$ cat src/rtl/calc_pkg.sv
// Shared geometry, symbol codes and PS/2 packet types for the tracker,
// calculator and renderer.
package calc_pkg;

  localparam int unsigned SCREEN_W    = 640;
  localparam int unsigned SCREEN_H    = 480;
  localparam int unsigned X_INIT      = 320;
  localparam int unsigned Y_INIT      = 240;
  localparam int unsigned TIMEOUT_CYC = 100000;

  localparam int unsigned SYMBOL_SIZE = 32;
  localparam int unsigned GRID_X0     = 192;
  localparam int unsigned GRID_Y0     = 160;

  localparam logic [7:0] SYM_A = 8'd97;
  localparam logic [7:0] SYM_B = 8'd98;
  localparam logic [7:0] SYM_C = 8'd99;
  localparam logic [7:0] SYM_D = 8'd100;
  localparam logic [7:0] SYM_E = 8'd101;
  localparam logic [7:0] SYM_G = 8'd103;

  localparam int unsigned POS_W  = 10;
  // Wide enough for pos (0..1023) plus/minus a 9-bit delta without wrapping.
  localparam int unsigned CALC_W = 12;

  typedef enum logic [1:0] {
    ST_B0 = 2'd0,
    ST_B1 = 2'd1,
    ST_B2 = 2'd2
  } state_e;

  // First byte of a PS/2 movement packet.
  typedef struct packed {
    logic y_ovf;
    logic x_ovf;
    logic y_sign;
    logic x_sign;
    logic sync;
    logic middle;
    logic right;
    logic left;
  } flags_t;

endpackage

$ cat src/rtl/axis_clamp_acc.sv
// Combinational cursor axis update: pos + signed delta, clamped to [0, LIMIT-1].
// Ports: pos (current position), delta (signed step), next_pos_c (clamped result).
module axis_clamp_acc
  import calc_pkg::*;
#(
  parameter int unsigned LIMIT = SCREEN_W
) (
  input  logic        [POS_W-1:0]  pos,
  input  logic signed [CALC_W-1:0] delta,
  output logic        [POS_W-1:0]  next_pos_c
);

  localparam logic signed [CALC_W-1:0] MAX_POS = CALC_W'(LIMIT - 1);

  logic signed [CALC_W-1:0] sum;

  always_comb begin
    sum        = $signed({{(CALC_W-POS_W){1'b0}}, pos}) + delta;
    next_pos_c = sum[POS_W-1:0];
    if (sum[CALC_W-1])       next_pos_c = '0;
    else if (sum > MAX_POS)  next_pos_c = MAX_POS[POS_W-1:0];
  end

endmodule

$ cat src/rtl/mouse_packet_tracker.sv
// Assembles 3-byte PS/2 mouse packets into a clamped absolute cursor plus
// button levels and one-cycle event pulses.
// Ports: clk, rst_n (sync, active-low); rx_byte/rx_valid from the byte
// receiver; mousex/mousey cursor; mouseclick/right_click button levels;
// click_pulse, pkt_done, sync_err one-cycle pulses.
module mouse_packet_tracker
  import calc_pkg::*;
#(
  parameter int unsigned SCREEN_W_P = SCREEN_W,
  parameter int unsigned SCREEN_H_P = SCREEN_H,
  parameter int unsigned X_INIT_P   = X_INIT,
  parameter int unsigned Y_INIT_P   = Y_INIT,
  parameter int unsigned TIMEOUT    = TIMEOUT_CYC
) (
  input  logic             clk,
  input  logic             rst_n,
  input  logic [7:0]       rx_byte,
  input  logic             rx_valid,
  output logic [POS_W-1:0] mousex,
  output logic [POS_W-1:0] mousey,
  output logic             mouseclick,
  output logic             right_click,
  output logic             click_pulse,
  output logic             pkt_done,
  output logic             sync_err
);

  localparam int unsigned CNT_W = $clog2(TIMEOUT + 1);

  state_e             state, state_nxt;
  flags_t             flags;
  logic [7:0]         x_byte;
  logic [CNT_W-1:0]   idle_cnt;

  logic               timeout_c;
  state_e             eff_state_c;
  logic               take_b0_c, take_b1_c, apply_c, sync_err_c;
  logic signed [CALC_W-1:0] dx_c, dy_c, dy_neg_c;
  logic [POS_W-1:0]   nx_c, ny_c;

  // Timeout takes priority: a byte arriving as it fires is framed as byte 0.
  assign timeout_c   = (state != ST_B0) && (idle_cnt >= CNT_W'(TIMEOUT));
  assign eff_state_c = timeout_c ? ST_B0 : state;

  // State register
  always_ff @(posedge clk) begin
    if (!rst_n) state <= ST_B0;
    else        state <= state_nxt;
  end

  // Next-state logic
  always_comb begin
    state_nxt = eff_state_c;
    if (rx_valid) begin
      case (eff_state_c)
        ST_B0:   state_nxt = rx_byte[3] ? ST_B1 : ST_B0;
        ST_B1:   state_nxt = ST_B2;
        ST_B2:   state_nxt = ST_B0;
        default: state_nxt = ST_B0;
      endcase
    end
  end

  // FSM control outputs
  always_comb begin
    take_b0_c  = 1'b0;
    take_b1_c  = 1'b0;
    apply_c    = 1'b0;
    sync_err_c = 1'b0;
    if (rx_valid) begin
      case (eff_state_c)
        ST_B0: begin
          take_b0_c  = rx_byte[3];
          sync_err_c = ~rx_byte[3];
        end
        ST_B1:   take_b1_c = 1'b1;
        ST_B2:   apply_c   = 1'b1;
        default: ;
      endcase
    end
  end

  // Idle counter between bytes of a packet
  always_ff @(posedge clk) begin
    if (!rst_n)                                    idle_cnt <= '0;
    else if (rx_valid || timeout_c || state == ST_B0) idle_cnt <= '0;
    else                                           idle_cnt <= idle_cnt + CNT_W'(1);
  end

  // 9-bit two's complement deltas; overflow forces the axis to zero.
  always_comb begin
    dx_c     = flags.x_ovf ? '0 : {{(CALC_W-8){flags.x_sign}}, x_byte};
    dy_c     = flags.y_ovf ? '0 : {{(CALC_W-8){flags.y_sign}}, rx_byte};
    dy_neg_c = -dy_c;
  end

  axis_clamp_acc #(.LIMIT(SCREEN_W_P)) u_x_acc (
    .pos        (mousex),
    .delta      (dx_c),
    .next_pos_c (nx_c)
  );

  // PS/2 Y grows upward while screen Y grows downward.
  axis_clamp_acc #(.LIMIT(SCREEN_H_P)) u_y_acc (
    .pos        (mousey),
    .delta      (dy_neg_c),
    .next_pos_c (ny_c)
  );

  // Byte capture, packet apply and pulse outputs
  always_ff @(posedge clk) begin
    if (!rst_n) begin
      flags       <= '0;
      x_byte      <= '0;
      mousex      <= POS_W'(X_INIT_P);
      mousey      <= POS_W'(Y_INIT_P);
      mouseclick  <= 1'b0;
      right_click <= 1'b0;
      click_pulse <= 1'b0;
      pkt_done    <= 1'b0;
      sync_err    <= 1'b0;
    end else begin
      click_pulse <= 1'b0;
      pkt_done    <= 1'b0;
      sync_err    <= sync_err_c;
      if (take_b0_c) flags  <= flags_t'(rx_byte);
      if (take_b1_c) x_byte <= rx_byte;
      if (apply_c) begin
        mousex      <= nx_c;
        mousey      <= ny_c;
        mouseclick  <= flags.left;
        right_click <= flags.right;
        pkt_done    <= 1'b1;
        click_pulse <= flags.left & ~mouseclick;
      end
    end
  end

endmodule

$ cat config.mk
export PLATFORM = sky130hd
export DESIGN_NAME = mouse_packet_tracker
export DESIGN_NICKNAME = d
export VERILOG_FILES = /design/src/rtl/calc_pkg.sv /design/src/rtl/axis_clamp_acc.sv /design/src/rtl/mouse_packet_tracker.sv
export SDC_FILE = /design/constraint.sdc
export NUM_CORES = 1
export LEC_CHECK = 0
export ABC_AREA = 1
export ABC_CLOCK_PERIOD_IN_PS = 6100
export CORE_MARGIN = 5
export CORE_UTILIZATION = 35
export CTS_CLUSTER_SIZE = 14
export DETAILED_ROUTE_END_ITERATION = 10
export GPL_TIMING_DRIVEN = 0
export PLACE_DENSITY = 0.56
export SLEW_MARGIN = 20
export SYNTH_ARGS = -nofsm -noshare
export SYNTH_HDL_FRONTEND = slang
export SYNTH_SLANG_ARGS = --single-unit
$ cat constraint.sdc
create_clock -name clk -period 6.1 [get_ports clk]
set_clock_uncertainty 0.15 [all_clocks]
set_input_delay 0.915 -clock clk [delete_from_list [all_inputs] [get_ports clk]]
set_output_delay 0.915 -clock clk [all_outputs]
set_load 0.01 [all_outputs]
Yosys cells after proc, flatten, opt, wreduce, memory -nomap -nowiden
Index checks and enable logic that the tools add are counted.
- muxes and demuxes: 17
- bitwise logic cells: 4
- add/subtract/negate cells: 4
- reductions and logical operators: 9
- equality and inequality tests: 2
- $lt $le $gt $ge: 3
- operators with widths (cell ; number):
    $mux 10 ; 4
    $add 11x12->12 ; 2
    $mux 12 ; 2
    $add 17x1->17 const B ; 1
    $ge 17x17->1 const B ; 1
    $gt 12x10->1 const B ; 1
    $gt 12x11->1 const B ; 1
    $neg 12->12 ; 1
    $mux 1 ; 8
    $logic_not 2->1 ; 2
    $mux 2 ; 2
    $pmux 2 s2 ; 1
    $not 1->1 ; 3
    $reduce_and 3->1 ; 1
    $eq 2x1->1 const B ; 1
    $eq 2x2->1 const B ; 1
    $logic_or 1x1->1 ; 2
    $reduce_and 2->1 ; 1
    $reduce_bool 2->1 ; 1
    $reduce_or 2->1 ; 1
    $and 1x1->1 ; 1
    $logic_and 1x1->1 ; 1
- output and inout bits: 25
- register bits after elaboration: 58

Logic depth before layout (Yosys ltp)
Gate-level depths: netlist of run 1.
- word-level depth: 7
- depth in mapped cells: 18
- gate-level depth less buffers: 18

Hierarchy
From an unflattened synthesis of run 1, not the netlist that was laid out.
- cell total of the unflattened synthesis: 698
- area, all modules: 4369.2 um^2
- modules (own cells, without submodules) (module ; seq. area each (um^2) ; area an instance (um^2) ; cells an instance ; times used):
    mouse_packet_tracker ; 1161.1 ; 2700.1 ; 385 ; 1
    axis_clamp_acc at u_y_acc ; 0.0 ; 859.6 ; 162 ; 1
    axis_clamp_acc at u_x_acc ; 0.0 ; 809.5 ; 151 ; 1

Worst setup path after synthesis of run 1
OpenSTA, ideal clock, no wires.
- path type: input-to-reg
- start point: in rx_byte[0]
- end point: reg mousey[4]
- required time: 5.835 ns
- setup time: 0.115 ns
- setup slack: 3.339 ns
- path buffers: 0
- cell stages on the path: 17
- arrival time: 2.495 ns
- path through: inv_1 nor2_1 ha_1 inv_1 fa_1 nand3_1 nand3_1 nand2_1 nand2_1 nand2_1 nand2_1 nand4_1 nand3_4 nand2_4 nand2_1 nand2_1 nand2_1
- longest elaborated chain between the ends: 6
- RTL lines (what ; RTL line ; source):
    start: declaration ; mouse_packet_tracker.sv:17 ; input logic [7:0] rx_byte,
    $mux 12 (*) ; mouse_packet_tracker.sv:93 ; dy_c = flags.y_ovf ? '0 : {{(CALC_W-8){flags.y_sign}}, rx_byte};
    $neg 12->12 (*) ; mouse_packet_tracker.sv:94 ; dy_neg_c = -dy_c;
    $add 11x12->12 (*) ; axis_clamp_acc.sv:18 ; sum = $signed({{(CALC_W-POS_W){1'b0}}, pos}) + delta;
    $gt 12x10->1 ; axis_clamp_acc.sv:21 ; else if (sum > MAX_POS) next_pos_c = MAX_POS[POS_W-1:0];
    $mux 10 ; axis_clamp_acc.sv:21 ;
    $mux 10 (*) ; axis_clamp_acc.sv:20 ; if (sum[CALC_W-1]) next_pos_c = '0;
    end signal: assignment ; mouse_packet_tracker.sv:116 ; mousey <= POS_W'(Y_INIT_P);
    end signal: assignment ; mouse_packet_tracker.sv:130 ; mousey <= ny_c;
    end: declaration ; mouse_packet_tracker.sv:20 ; output logic [POS_W-1:0] mousey,
Mark *: on every way between the ends. The rest lies on a longest branch, timed or not.
A chain may end at the register's enable or synchronous reset.

Final worst setup path of run 1
- start point: in rx_byte[0]
- end point: reg mousey[7]
The elaborated chain is that of the path after synthesis.

==> results of run 1 <==
through the flow:
stage / instance area (sq um) / setup slack [ns] / total power, mW
5_1_grt: 4580 / 2.60 / 1.08
4_1_cts: 4580 / 2.80 / 1.04
6_report: 4580 / 2.81 / 1.02
3_3_place_gp: 4330 / 2.43 / 0.578
3_5_place_dp: 4330 / 2.43 / 0.580
2_1_floorplan: 3820 / 3.34 / 0.534
placed cells by master, fill, tap and decap left out, types with 4 or more instances in the layout:
cell type	count
sky130_fd_sc_hd__o21ai_1	7
sky130_fd_sc_hd__dfxtp_1	58
sky130_fd_sc_hd__ha_1	25
sky130_fd_sc_hd__nand2_2	10
sky130_fd_sc_hd__nand3_1	26
sky130_fd_sc_hd__nand4_1	5
sky130_fd_sc_hd__nor3_1	4
sky130_fd_sc_hd__o21ai_0	19
sky130_fd_sc_hd__nor2_2	6
sky130_fd_sc_hd__a21oi_1	33
sky130_fd_sc_hd__clkbuf_8	11
sky130_fd_sc_hd__nand2_1	144
sky130_fd_sc_hd__o21ai_2	4
sky130_fd_sc_hd__inv_2	12
sky130_fd_sc_hd__xor2_1	7
sky130_fd_sc_hd__nand3_2	4
sky130_fd_sc_hd__nor2_1	48
sky130_fd_sc_hd__inv_1	77
sky130_fd_sc_hd__nand2_4	10
sky130_fd_sc_hd__clkdlybuf4s50_1	34
sky130_fd_sc_hd__xnor2_1	5
cell type report:
cell class | instances | area (sq um) | share of cell area
inverter | 91 | 342 | 0.0745
clock buffer | 12 | 155 | 0.0338
tap | 140 | 175 | 0.0382
timing repair buffer | 34 | 340 | 0.0742
buffer | 5 | 31.3 | 0.00682
clock inverter | 4 | 97.6 | 0.0213
sequential | 58 | 1160 | 0.253
multi-input combinational | 390 | 2280 | 0.498
worst max path at each step:
stage	endpoint
floorplan	mousey[4]$_SDFFE_PN1P_
global placement	mousey[7]$_SDFFE_PN1P_
detailed placement	mousey[7]$_SDFFE_PN1P_
CTS	mousey[7]$_SDFFE_PN1P_
global route	mousey[7]$_SDFFE_PN1P_
finish	mousey[7]$_SDFFE_PN1P_
power groups by stage:
| stage | Sequential (mW) | Combinational (mW) | Clock (mW) |
|---|---|---|---|
| 2_1_floorplan | 0.400 | 0.134 | 0 |
| 3_3_place_gp | 0.400 | 0.177 | 0 |
| 3_5_place_dp | 0.401 | 0.179 | 0 |
| 4_1_cts | 0.392 | 0.180 | 0.466 |
| 5_1_grt | 0.393 | 0.202 | 0.485 |
| 6_report | 0.392 | 0.178 | 0.452 |
routing by layer:
metal	wire length [um]	vias to the layer above	track usage	share of wire
met5	0	-	0	0
li1	-	1808	-	-
met1	4240	1475	0.188	0.48
met3	244	15	0.0275	0.028
met4	199	0	0.0594	0.023
met2	4060	47	0.241	0.46
sequential cells by signal, summed over array words and instances (netlist names):
register / count
sync_err: 1
mouseclick: 1
mousey: 10
x_byte: 8
click_pulse: 1
pkt_done: 1
mousex: 10
flags: 6
right_click: 1
state: 2
idle_cnt: 17
cell families after synthesis:
| kind of cell | count (synthesis) | share of synthesized area |
|---|---|---|
| and+or+nand+nor | 275 | 0.361 |
| AOI/OAI and AO/OA | 75 | 0.113 |
| buffers and inverters | 96 | 0.0977 |
| adders and majority gates | 27 | 0.0925 |
| xor gates and xnor gates | 13 | 0.0318 |
| DFF | 58 | 0.304 |
==> flow_summary.toml, run 1 <==
[run_status]
run_status = "finished, final reports clean"

[synthesis]
number_of_cells_produced_by_synthesis = 544
yosysUniqueCellTypes = 49
yosysWarningCount = 0
synth_flop_cell = "sky130_fd_sc_hd__dfxtp_1"
synth-seq-cells = 58
netlist.top_cell.by_area = "sky130_fd_sc_hd__dfxtp_1"
synthesis.area_per_instance_sq_um = 7.02
syn_nets = 582
synth_enable_flop_cells = 0
synth_common_cells = "sky130_fd_sc_hd__nand2_1, sky130_fd_sc_hd__inv_1, sky130_fd_sc_hd__dfxtp_1"
synth-seq-area-share = 0.304
synth_area_sq_um = 3820
synth_async_sr_flop_share = 0
most_instantiated_library_cell_after_synthesis = "sky130_fd_sc_hd__nand2_1"
yosys.area.top_type_share = 0.304
ys_top_cells_by_area = "sky130_fd_sc_hd__dfxtp_1, sky130_fd_sc_hd__nand2_1, sky130_fd_sc_hd__ha_1"

[critical_path]
worstReg2RegEnd = "mousex[7]$_SDFFE_PN0P_"
critical-path-max-stage-delay_ns = 0.48
critical_setup_path_class = "input port to flip-flop"
r2r-start = "flags[6]$_SDFFE_PN0P_"
path_cells = "clkdlybuf4s50_1, inv_1, nor2_1, ha_1, inv_1, fa_1, nand3_1, nand3_1, nand2_1, nand2_1, nand2_1, nand2_1, nand4_1, nand3_4, nand2_4, nand2_1, nand2_1, nand2_1"
cp-start-kind = "input port"
rrSetupSlack_ns = 3.42
timing.reg2reg.worst_path_depth = 13
critPathBufInv = 3
worst_path_max_delay_cell = "sky130_fd_sc_hd__clkdlybuf4s50_1"
timing.critical_path.required_ns = 6.18
crit_path_frequent_cell = "sky130_fd_sc_hd__nand2_1"
critical_path_cell_count = 18
worstSetupEndpointType = "flip-flop"
critPathLaunch = "rx_byte[0]"
worst_path_maximum_fanout = 5
timing.critical_path.arrival_ns = 3.37
cpLargestDelayFamily = "simple AND/OR/NAND/NOR gates"

[timing]
timing.slew.headroom = 0.667
final-hold-violation-count = 0
fmax_mhz = 304
fin_crit_ns = 3.29
worst_slew_pin_slew_ns = 0.499
hold_slack_ns = 0.302
final.period_utilization = 0.539
final-setup-viol-count = 0
fin_setup_tns_ns = 0
rsz0062_at_grt = "no"
maxSlewViolCount = 0

[power]
combinationalPowerShare = 0.174
switching_power_mw = 0.277
p_per_area_nw_per_um2 = 223
total_leakage_power_nw = 2.19
intPower_mw = 0.745
netSwitchingFraction = 0.271
power.sequential.fraction = 0.383
irDropWorstVdd_uv = 103
pwr-share-clk = 0.442

[worst_hold_path]
min_from = "mouseclick$_SDFFE_PN0P_"
hold_path_depth = 1
hold_path.class = "flip-flop to flip-flop"
holdPathEnd = "click_pulse$_SDFF_PN0_"

[clock_network]
cts-root-to-sink-buffers = 2
clkSlewWorstSetupHoldPaths_ns = 0.07
cts_tree = "yes"
cts_num_sinks = 58
cts_made_buffers = 9
h-tree-depth = 3
clock_tree.root_cell = "sky130_fd_sc_hd__clkbuf_8"
post_cts_resize_count = 0
insertion_delay_ns = 0.34
cts-hold-fix-buffers = 0
post-cts-setup-buffers = 0

[place]
placed_cells = 718
io_buffer_count = 34
dpl.hpwl_um = 7020
gpl.final_weighted_congestion = 0.869

[global_route]
grt_antenna_before_repair = 0
total_routing_resource_utilization_after_global_routing = 0.146
wire_length_of_the_first_global_routing_pass_um = 15400
number_of_global_route_vias_before_repair = 3330
overflow_left_after_global_routing = 0
grt_start_max_net_pins = 11

[flow_run]
max_cap_violations = 0

[detailed_routing]
route.detailed.vias_per_inst = 4.56
number_of_vias_after_detailed_routing = 3345
postRouteAntennaNets = 0
routed_wirelength_um = 8750
avgRoutedWirePerCell_um = 11.9
initialDrtViolationCount = 111
final_routed_drc_violation_total = 0
drt-pass1-iter-count = 4

[layout]
final.fill_count = 1171
layout.nets = 627
post_route_cells_drive_above_1_share = 0.136
diodes = 0
final_core_utilization = 0.427
final_cells = 734
area_growth_pct = 20.1

[floorplanning]
chipWidth_um = 114
die-area_sq_um = 13100
core_area_sq_um = 10700
ios = 36
die_height_um = 114
starting_density = 0.355
fp-row-count = 38
(Power assumes the default switching activity.)
==> run 2, diff against run 1 <==
Settings changed: ABC_CLOCK_PERIOD_IN_PS 6100 to 3300.
Clock period 6.1 ns to 3.3 ns, I/O delays scaled along.
==> results of run 2 <==
The final DEF is identical to that of run 1. Status: finished, final reports clean.
Main changes from that run: setup slack after placement 2.43 ns -> 0.0451 ns; setup slack after layout 2.81 ns -> 0.433 ns; register-to-register setup slack 3.42 ns -> 0.62 ns; total power 1.02 mW -> 1.89 mW; worst IR drop on VDD 103 uV -> 190 uV
==> run 3, diff against run 2 <==
--- a/config.mk
+++ b/config.mk
@@ -9,2 +9,3 @@
 export ABC_CLOCK_PERIOD_IN_PS = 3300
+export CORE_ASPECT_RATIO = 2
 export CORE_MARGIN = 5
==> constraint.sdc (replaced) <==
create_clock -name clk -period 3.3 [get_ports clk]
set_clock_uncertainty 0.15 [all_clocks]
set_input_delay 0.66 -clock clk [delete_from_list [all_inputs] [get_ports clk]]
set_output_delay 0.66 -clock clk [all_outputs]
set_load 0.01 [all_outputs]
==> run 3 against run 2 <==
Die area up 0.97%. Critical path type unchanged. Fmax down 7.2%. Global-route usage up 0.41 points. Sequential cell count unchanged. Highest routed layer unchanged.
==> flow_summary.toml, run 3 (same netlist as run 1, synthesis figures left out) <==
[timing]
fin_setup_tns_ns = 0
worst_slack_ns = 0.210
final-hold-violation-count = 0
final.period_utilization = 0.936
fmax_mhz = 324
final-setup-viol-count = 0
timing.slew.headroom = 0.695
fin_crit_ns = 3.09
hold_slack_ns = 0.294
rsz0062_at_grt = "no"
maxSlewViolCount = 0
worst_slew_pin_slew_ns = 0.458

[global_route]
overflow_left_after_global_routing = 0
total_routing_resource_utilization_after_global_routing = 0.150
grt_antenna_before_repair = 0
wire_length_of_the_first_global_routing_pass_um = 15700
number_of_global_route_vias_before_repair = 3459
grt_start_max_net_pins = 12

[run_status]
run_status = "finished, final reports clean"

[layout]
layout.nets = 627
area_growth_pct = 21.3
final_cells = 735
max_reg_flops = 17
post_route_cells_drive_above_1_share = 0.138
mostFrequentLayoutCells = "sky130_fd_sc_hd__nand2_1, sky130_fd_sc_hd__inv_1, sky130_fd_sc_hd__dfxtp_1"
regMostFlops = "idle_cnt"
mostFrequentLayoutCell = "sky130_fd_sc_hd__nand2_1"
biggestRegsByFlops = "idle_cnt (17), mousex (10), mousey (10)"

[detailed_routing]
route.detailed.vias_per_inst = 4.69
routed_wirelength_um = 9410
number_of_vias_after_detailed_routing = 3449
initialDrtViolationCount = 126
final_routed_drc_violation_total = 0
avgRoutedWirePerCell_um = 12.8
postRouteAntennaNets = 0
drt-pass1-iter-count = 4

[clock_network]
cts-root-to-sink-buffers = 2
cts_tree = "yes"
cts-hold-fix-buffers = 0
post_cts_resize_count = 0
post-cts-setup-buffers = 0
insertion_delay_ns = 0.33
cts_num_sinks = 58
cts_made_buffers = 9
clkSlewWorstSetupHoldPaths_ns = 0.05
h-tree-depth = 3
clock_tree.root_cell = "sky130_fd_sc_hd__clkbuf_16"

[floorplanning]
fp-row-count = 54
die_height_um = 158
core_area_sq_um = 10800
chipWidth_um = 83.8
die-area_sq_um = 13200
ios = 36
starting_density = 0.353

[place]
dpl.hpwl_um = 7670
gpl.final_weighted_congestion = 0.884
placed_cells = 718
io_buffer_count = 34
dp_worst_setup_slack_ns = -0.134

[power]
p_per_area_nw_per_um2 = 427
post_layout_total_power_mw = 1.98
irDropWorstVdd_uv = 293
total_leakage_power_nw = 2.21

[critical_path]
cp-start-kind = "input port"
critical_setup_path_class = "input port to flip-flop"
timing.critical_path.arrival_ns = 3.16
worstSetupEndpointType = "flip-flop"
worst_path_maximum_fanout = 5
timing.critical_path.required_ns = 3.37

[worst_hold_path]
hold_path.class = "flip-flop to flip-flop"

[flow_run]
max_cap_violations = 0
[run 3: changes by cell type in the layout (fill, tap and decap cells not counted)]
| cell | previous run | this run |
|---|---|---|
| sky130_fd_sc_hd__diode_2 | 0 | 1 |
| sky130_fd_sc_hd__clkbuf_8 | 11 | 0 |
| sky130_fd_sc_hd__clkbuf_1 | 2 | 1 |
| sky130_fd_sc_hd__inv_6 | 0 | 1 |
| sky130_fd_sc_hd__clkbuf_16 | 0 | 9 |
| sky130_fd_sc_hd__clkinv_2 | 0 | 3 |
| sky130_fd_sc_hd__bufinv_16 | 3 | 1 |
| sky130_fd_sc_hd__clkinvlp_4 | 1 | 2 |
[run 3: per-stage QoR]
| step | instance area, sq um | utilization |
|---|---|---|
| floorplan | 3820 | - |
| global placement | 4330 | 0.401 |
| detailed placement | 4330 | 0.401 |
| CTS | 4630 | 0.428 |
| global route | 4630 | 0.428 |
| finish | 4630 | 0.428 |
[run 3: layout make-up]
type,instances,area [sq um]
inverters,91,342
diodes,1,2.50
plain buffers,5,31.3
repair buffers,34,340
clock buffers,9,225
multi-input cells,390,2280
well taps,140,175
flip-flops and latches,58,1160
clock inverters,7,68.8
fillers,1175,6180
[run 3: worst paths after layout]
kind                                 from                      to  slack, ns  depth (start not counted)
setup / recovery               rx_byte[0]  mousey[8]$_SDFFE_PN0P_       0.21                         18
hold / removal    mouseclick$_SDFFE_PN0P_  click_pulse$_SDFF_PN0_       0.29                          1
setup reg to reg    flags[7]$_SDFFE_PN0P_  mousey[8]$_SDFFE_PN0P_       0.60                         15
hold reg to reg   mouseclick$_SDFFE_PN0P_  click_pulse$_SDFF_PN0_       0.29                          1
[run 3: critical path: stages]
cell and delay, ns:
sky130_fd_sc_hd__clkdlybuf4s50_1 0.48, sky130_fd_sc_hd__inv_1 0.06, sky130_fd_sc_hd__nor2_1 0.09, sky130_fd_sc_hd__ha_1 0.15, sky130_fd_sc_hd__inv_1 0.08, sky130_fd_sc_hd__fa_1 0.45
sky130_fd_sc_hd__nand3_1 0.11, sky130_fd_sc_hd__nand3_1 0.14, sky130_fd_sc_hd__nand2_1 0.12, sky130_fd_sc_hd__nand2_1 0.05, sky130_fd_sc_hd__nand2_1 0.06, sky130_fd_sc_hd__nand2_1 0.07
sky130_fd_sc_hd__nand4_1 0.16, sky130_fd_sc_hd__nand3_4 0.15, sky130_fd_sc_hd__nand2_4 0.12, sky130_fd_sc_hd__nand2_1 0.07, sky130_fd_sc_hd__nand2_1 0.07, sky130_fd_sc_hd__nand2_1 0.05
[run 3: report_power, final]
group / total, mW / leakage, nW / internal, mW / switching, mW
Combinational: 0.335 / 1.60 / 0.119 / 0.216
Sequential: 0.726 / 0.470 / 0.716 / 0.00974
Clock: 0.915 / 0.142 / 0.581 / 0.333
[run 3: metal layers]
metal  share of wire  vias to the layer above  global-route usage
met4           0.027                        0              0.0706
met2            0.58                       50               0.308
li1                -                     1805                   -
met3           0.025                       15              0.0271
met5               0                        -                   0
met1            0.37                     1579               0.140
